**src/rtl/mc_control.sv**
```systemverilog
`default_nettype none
// ============================================================================
//  Module      : mc_control
//  Description : Multicycle MIPS main controller (Moore FSM, memory-ready stalls)
//  Revision    : 1.0  initial release
// ============================================================================
module mc_control (
    input  logic       clk,
    input  logic       rst_n,
    input  logic [5:0] op,
    input  logic       zero,
    input  logic       mem_ready,
    output logic       pcen,
    output logic       memwrite,
    output logic       irwrite,
    output logic       regwrite,
    output logic       alusrca,
    output logic [1:0] alusrcb,
    output logic [1:0] pcsrc,
    output logic [1:0] aluop,
    output logic       iord,
    output logic       memtoreg,
    output logic       regdst,
    output logic       illegal
);

    localparam logic [5:0] c_op_rtype = 6'b000000;
    localparam logic [5:0] c_op_lw    = 6'b100011;
    localparam logic [5:0] c_op_sw    = 6'b101011;
    localparam logic [5:0] c_op_beq   = 6'b000100;
    localparam logic [5:0] c_op_addi  = 6'b001000;
    localparam logic [5:0] c_op_j     = 6'b000010;

    typedef enum logic [3:0] {
        FETCH   = 4'd0,
        DECODE  = 4'd1,
        MEMADR  = 4'd2,
        MEMRD   = 4'd3,
        MEMWB   = 4'd4,
        MEMWR   = 4'd5,
        RTYPEEX = 4'd6,
        RTYPEWB = 4'd7,
        BEQEX   = 4'd8,
        ADDIEX  = 4'd9,
        ADDIWB  = 4'd10,
        JEX     = 4'd11
    } state_t;

    state_t r_state;
    state_t w_next_state;
    logic   w_pcwrite;
    logic   w_branch;

    always_ff @(posedge clk or negedge rst_n) begin
        if (!rst_n) begin
            r_state <= FETCH;
        end else begin
            r_state <= w_next_state;
        end
    end

    always_comb begin
        w_next_state = FETCH;
        w_pcwrite    = 1'b0;
        w_branch     = 1'b0;
        memwrite     = 1'b0;
        irwrite      = 1'b0;
        regwrite     = 1'b0;
        alusrca      = 1'b0;
        alusrcb      = 2'b00;
        pcsrc        = 2'b00;
        aluop        = 2'b00;
        iord         = 1'b0;
        memtoreg     = 1'b0;
        regdst       = 1'b0;
        illegal      = 1'b0;

        case (r_state)
            FETCH: begin
                alusrcb      = 2'b01;
                irwrite      = mem_ready;
                w_pcwrite    = mem_ready;
                w_next_state = mem_ready ? DECODE : FETCH;
            end
            DECODE: begin
                // Branch target is precomputed here into ALUOut.
                alusrcb = 2'b11;
                case (op)
                    c_op_lw,
                    c_op_sw:    w_next_state = MEMADR;
                    c_op_rtype: w_next_state = RTYPEEX;
                    c_op_beq:   w_next_state = BEQEX;
                    c_op_addi:  w_next_state = ADDIEX;
                    c_op_j:     w_next_state = JEX;
                    default: begin
                        w_next_state = FETCH;
                        illegal      = 1'b1;
                    end
                endcase
            end
            MEMADR: begin
                alusrca      = 1'b1;
                alusrcb      = 2'b10;
                w_next_state = (op == c_op_sw) ? MEMWR : MEMRD;
            end
            MEMRD: begin
                iord         = 1'b1;
                w_next_state = mem_ready ? MEMWB : MEMRD;
            end
            MEMWB: begin
                memtoreg     = 1'b1;
                regwrite     = 1'b1;
                w_next_state = FETCH;
            end
            MEMWR: begin
                iord         = 1'b1;
                memwrite     = 1'b1;
                w_next_state = mem_ready ? FETCH : MEMWR;
            end
            RTYPEEX: begin
                alusrca      = 1'b1;
                aluop        = 2'b10;
                w_next_state = RTYPEWB;
            end
            RTYPEWB: begin
                regdst       = 1'b1;
                regwrite     = 1'b1;
                w_next_state = FETCH;
            end
            BEQEX: begin
                alusrca      = 1'b1;
                aluop        = 2'b01;
                pcsrc        = 2'b01;
                w_branch     = 1'b1;
                w_next_state = FETCH;
            end
            ADDIEX: begin
                alusrca      = 1'b1;
                alusrcb      = 2'b10;
                w_next_state = ADDIWB;
            end
            ADDIWB: begin
                regwrite     = 1'b1;
                w_next_state = FETCH;
            end
            JEX: begin
                pcsrc        = 2'b10;
                w_pcwrite    = 1'b1;
                w_next_state = FETCH;
            end
            default: begin
                w_next_state = FETCH;
            end
        endcase
    end

    assign pcen = w_pcwrite | (w_branch & zero);

endmodule
`default_nettype wire

```
**config.mk**
```make
export PLATFORM = sky130hd
export DESIGN_NAME = mc_control
export DESIGN_NICKNAME = d
export VERILOG_FILES = /design/src/rtl/mc_control.sv
export SDC_FILE = /design/constraint.sdc
export NUM_CORES = 1
export LEC_CHECK = 0
export CORE_AREA = 2 2 39 41
export DETAILED_ROUTE_END_ITERATION = 6
export DIE_AREA = 0 0 41 43
export PLACE_DENSITY = 0.75
export REMOVE_ABC_BUFFERS = 1
export SETUP_SLACK_MARGIN = 0.15
export SLEW_MARGIN = 15
export SYNTH_ARGS = -nofsm -noshare
export SYNTH_HDL_FRONTEND = slang
export SYNTH_SLANG_ARGS = --single-unit
```
**constraint.sdc**
```tcl
create_clock -name clk -period 2 [get_ports clk]
set_clock_uncertainty 0.15 [all_clocks]
set_input_delay 0.4 -clock clk [delete_from_list [all_inputs] [get_ports clk]]
set_output_delay 0.4 -clock clk [all_outputs]
set_load 0.02 [all_outputs]
```
After elaboration in Yosys (flattened, before gate mapping)
Cells that the tools add are included.
{"block": "word_totals", "register_bits": 4, "output_inout_bits": 15, "elab_cells": 47}
{"block": "classes", "muxes": 20, "bitwise": 2, "n_reduce_logical": 8, "eq_ne": 16}
{"cell": "case mux 4 bit (7 select lines)", "count": 1}
{"cell": "case mux 4 bit (5 select lines)", "count": 1}
{"cell": "== test 4 x 3 -> 1 bit (second input constant)", "count": 4}
{"cell": "== test 4 bit (second input constant)", "count": 4}
{"cell": "== test 6 bit (second input constant)", "count": 2}
{"cell": "2-to-1 mux 1 bit", "count": 11}
{"cell": "2-to-1 mux 3 bit", "count": 3}
{"cell": "== test 4 x 2 -> 1 bit (second input constant)", "count": 2}
{"cell": "case mux 2 bit (2 select lines)", "count": 2}
{"cell": "== test 6 x 2 -> 1 bit (second input constant)", "count": 1}
{"cell": "== test 6 x 3 -> 1 bit (second input constant)", "count": 1}
{"cell": "== test 6 x 4 -> 1 bit (second input constant)", "count": 1}
{"cell": "zero test 6 bit", "count": 1}
{"cell": "case mux 2 bit (3 select lines)", "count": 1}
{"cell": "OR reduction 2 bit", "count": 3}
{"cell": "OR reduction 6 bit", "count": 1}
{"cell": "== test 4 x 1 -> 1 bit (second input constant)", "count": 1}
{"cell": "zero test 4 bit", "count": 1}
{"cell": "OR reduction 4 bit", "count": 1}
{"cell": "OR reduction 3 bit", "count": 1}
{"cell": "case mux 1 bit (2 select lines)", "count": 1}
{"cell": "bitwise AND 1 bit", "count": 1}
{"cell": "OR 1 bit", "count": 1}

Longest topological paths before layout
{"block": "logic_depth", "depth_word": 4, "ltp_mapped": 5, "depth_no_buf": 4}

Worst setup path after synthesis
Ideal clock, no wire load.
{"block": "synth_timing", "kind": "reg2out", "start": "register r_state[3]", "end": "output port regwrite", "setup_slack_ns": 0.121, "required_time_ns": 1.450, "n_path_buf": 1, "t_arrival_ns": 1.329, "stages_incl_launch_ff": 5, "path_cell_list": "dfrtp_1 > buf_2 > nand2b_1 > mux2_2 > o22ai_1"}
{"block": "synth_via", "elab_chain_len": 3, "elab_cells_between_ends": 5, "classes_between": "eq/ne: 3; mux: 1; reduce/logical: 1"}
{"element": "start: declaration", "line": "49", "text": "state_t r_state;"}
{"element": "start signal: assignment", "line": "58", "text": "r_state <= w_next_state;"}
{"element": "== test 4 x 3 -> 1 bit or == test 4 bit (tied branches)", "line": "78", "text": "case (r_state)"}
{"element": "OR reduction 3 bit (no source line) (*)"}
{"element": "2-to-1 mux 1 bit (*)", "line": "78"}
{"element": "end: declaration", "line": "16", "text": "output logic regwrite,"}
Mark *: on every way between the ends. The rest lies on a longest branch, timed or not.

Worst setup path in the final report
{"block": "layout_timing", "start": "register r_state[1]", "end": "output port pcsrc[0]"}
{"block": "layout_via", "elab_chain_len": 2, "elab_cells_between_ends": 3, "classes_between": "eq/ne: 2; mux: 1"}
{"element": "== test 4 bit", "line": "78"}
{"element": "case mux 2 bit (2 select lines) (*)", "line": "78"}
{"element": "end: declaration", "line": "19", "text": "output logic [1:0] pcsrc,"}
Marks and branches as above.

==> impl_metrics.py <==
metrics = {
    "status": {
        "status": "completed",
    },
    "pwr": {
        "ir_worst_vdd_v": 0.000580,
        "powerDensity_nw_per_um2": 1050,
        "power_leakage_nw": 0.482,
        "p_total_mw": 1.07,
    },
    "sta": {
        "fmax_ghz": 0.519,
        "period_minus_slack_ns": 1.93,
        "worst_pin_slew_ns": 0.308,
        "setup_slack_ns": 0.0719,
        "report.final.slew_viol_count": 0,
        "slew-limit-headroom_pct": 79.4,
        "rsz0062_at_grt": "true",
        "finalHoldViolCount": 0,
        "finalCritPeriodShare_pct": 96.4,
        "setup_tns_ns": 0,
        "finalSetupViolations": 0,
    },
    "cells_and_area": {
        "largestRegisters": "r_state: 4 flops",
        "area_growth_pct": 109,
        "layout.area.seq_um2": 104,
        "largest_register_ffs": 4,
        "diodes": 0,
        "multiInputGateArea_um2": 419,
        "fillCellCount": 110,
        "drive_above_1_share_pct": 58.8,
        "layout.nets": 131,
        "regMostFlops": "r_state",
    },
    "worst_setup_path": {
        "crit_top_cell": "buf_6",
        "startpoint_type": "flip-flop",
        "crit_chain": "buf_6, buf_6, nor3_1, buf_2",
        "critPathMaxStageDelay_ns": 0.43,
        "crit_family": "buffers and inverters",
        "worst_path_max_delay_cell": "dfrtp_2",
        "end_kind": "primary output",
        "worstPathArrival_ns": 1.38,
        "path_buf_inv": 3,
        "crit_required_ns": 1.45,
        "path_class": "flip-flop to primary output",
        "cp_max_fo": 7,
    },
    "clock_network": {
        "cts.sinks": 4,
        "tritoncts": "yes",
        "clk_pin_slew_worst_paths_ns": 0.04,
        "cts.path.max_buffers": 2,
        "htreeDepth": 1,
        "cts_made_buffers": 3,
        "insertion_delay_ns": 0.23,
        "root_buffer": "clkbuf_4",
    },
    "placement": {
        "io_buffer_count": 24,
        "dp_hpwl_um": 1340,
        "gp_routability_congestion": 0.839,
        "post-place-ws_ns": -0.708,
    },
    "drt": {
        "drt-initial-drc-count": 26,
        "wire_per_inst_um": 14.1,
        "drtAntennaViolNets": 0,
        "drc": 0,
        "first_pass_iters": 4,
        "route.vias.total": 742,
        "finalWirelength_um": 1910,
        "avgViaCountPerCell": 5.50,
    },
    "logic_synthesis": {
        "syn_area_um2": 485,
        "synth.avg_cell_area_um2": 7.25,
        "async_reset_ff_share_pct": 100,
        "synth_area_leaders": "dfrtp_1 21%, nor3_1 9.3%, and3_1 5.2%, o21ai_0 5.2%, mux2_2 4.6%",
        "yosysTopAreaCellShare_pct": 20.6,
        "ys_types": 30,
        "synth-edff-count": 0,
        "yosysWarnings": 0,
        "ys.flop_type": "dfrtp_1",
        "synth.most_common_cell": "nor3_1",
        "netlist_instances": 67,
        "ys_seq_area_share_pct": 20.6,
        "synth_area_leader_cell": "dfrtp_1",
        "synth_common_cells": "9 x nor3_1, 6 x nor2_1, 5 x nand2_1, 5 x o21ai_0",
        "ys_ff_latch": 4,
    },
    "floorplan": {
        "core_um2": 1380,
        "start_util_pct": 35.1,
        "chipHeight_um": 43,
        "dieArea_um2": 1760,
        "ios": 25,
        "die_w_um": 41,
        "rows": 14,
    },
    "global_routing": {
        "first_global_vias": 643,
        "grt_pass1_wl_um": 2600,
        "antenna_found_initial": 0,
        "grt_max_degree": 9,
        "overflow": 0,
        "grt_usage_pct": 21.2,
    },
    "min_path": {
        "worstHoldPathType": "input pin to async pin",
    },
    "run": {
        "max_cap_viol_count": 0,
    },
}
final timing paths:
check                              to        from  slack (ns)  cells after the start
max reg2reg                r_state[2]  r_state[1]        0.39                      5
min in group clk           r_state[2]  r_state[3]        0.39                      1
min reg2reg                r_state[2]  r_state[3]        0.39                      1
max in group asynchronous  r_state[3]       rst_n        1.30                      1
max                          pcsrc[0]  r_state[1]        0.07                      4
min                        r_state[2]       rst_n        0.22                      1
cell usage in the layout (no fill, tap or decap), drive strengths merged, types with 3 or more instances in the layout:
| cell type | synthesis | routed |
|---|---|---|
| clkbuf | 0 | 5 |
| buf | 4 | 45 |
| nor3 | 9 | 9 |
| nor2 | 6 | 6 |
| dlygate4sd2 | 0 | 3 |
| and3 | 4 | 4 |
| a21oi | 3 | 3 |
| dfrtp | 4 | 4 |
| nand2 | 5 | 5 |
| o21ai | 5 | 5 |
per-stage QoR:
stage          cell area, µm²  utilization, %  std cells  hold slack [ns]
5_1_grt                  1010            73.2        135            0.234
6_report                 1010            73.2        135            0.217
2_1_floorplan             460               -         63          -0.0456
4_1_cts                   916            66.2        130            0.218
3_3_place_gp              886            64.0        125            0.420
3_5_place_dp              886            64.0        125            0.418
routing by layer:
| layer | vias up | GRT usage [%] | share of wire (%) |
|---|---|---|---|
| met3 | 2 | 2.09 | 5.7 |
| li1 | 356 | - | - |
| met2 | 35 | 36.9 | 54 |
| met5 | - | 0 | 0 |
| met4 | 0 | 7.33 | 0.42 |
| met1 | 349 | 25.2 | 40 |
report_power, final:
group	internal [mW]	switching (mW)	leakage (nW)
combinational	0.424	0.407	0.419
clock	0.0670	0.0306	0.0138
sequential	0.107	0.0325	0.0488
total	0.598	0.470	0.482
worst reg2reg max path: stages, from the launching register on:
cell and delay [ns]:
dfrtp_2 0.43, and2b_2 0.24, buf_4 0.14, buf_4 0.12, a211oi_1 0.29, o21ai_0 0.11
cell type report:
class / count / area share [%]
tap: 16 / 1.98
timing repair buffer: 53 / 43.5
multi-input combinational: 57 / 41.4
inverter: 2 / 0.741
sequential: 4 / 10.2
clock buffer: 3 / 2.22
what timing repair did:
| item | CTS | global route |
|---|---|---|
| pin swaps | 6 | 8 |
| hold endpoints to repair | 0 | 0 |
| gates resized for setup | 97 | 27 |
| buffers inserted | 2 | 5 |
| hold buffers | 0 | 0 |
| setup endpoints to repair | 15 | 14 |
kinds of logic after synthesis:
| family | count (synthesis) | share of synthesized area [%] |
|---|---|---|
| compound gates | 17 | 22.2 |
| xor+xnor | 3 | 5.41 |
| buf+inv | 6 | 6.70 |
| flops | 4 | 20.6 |
| mux | 3 | 6.70 |
| simple gates | 34 | 38.4 |
No activity file was read; power rests on OpenSTA's default activity.
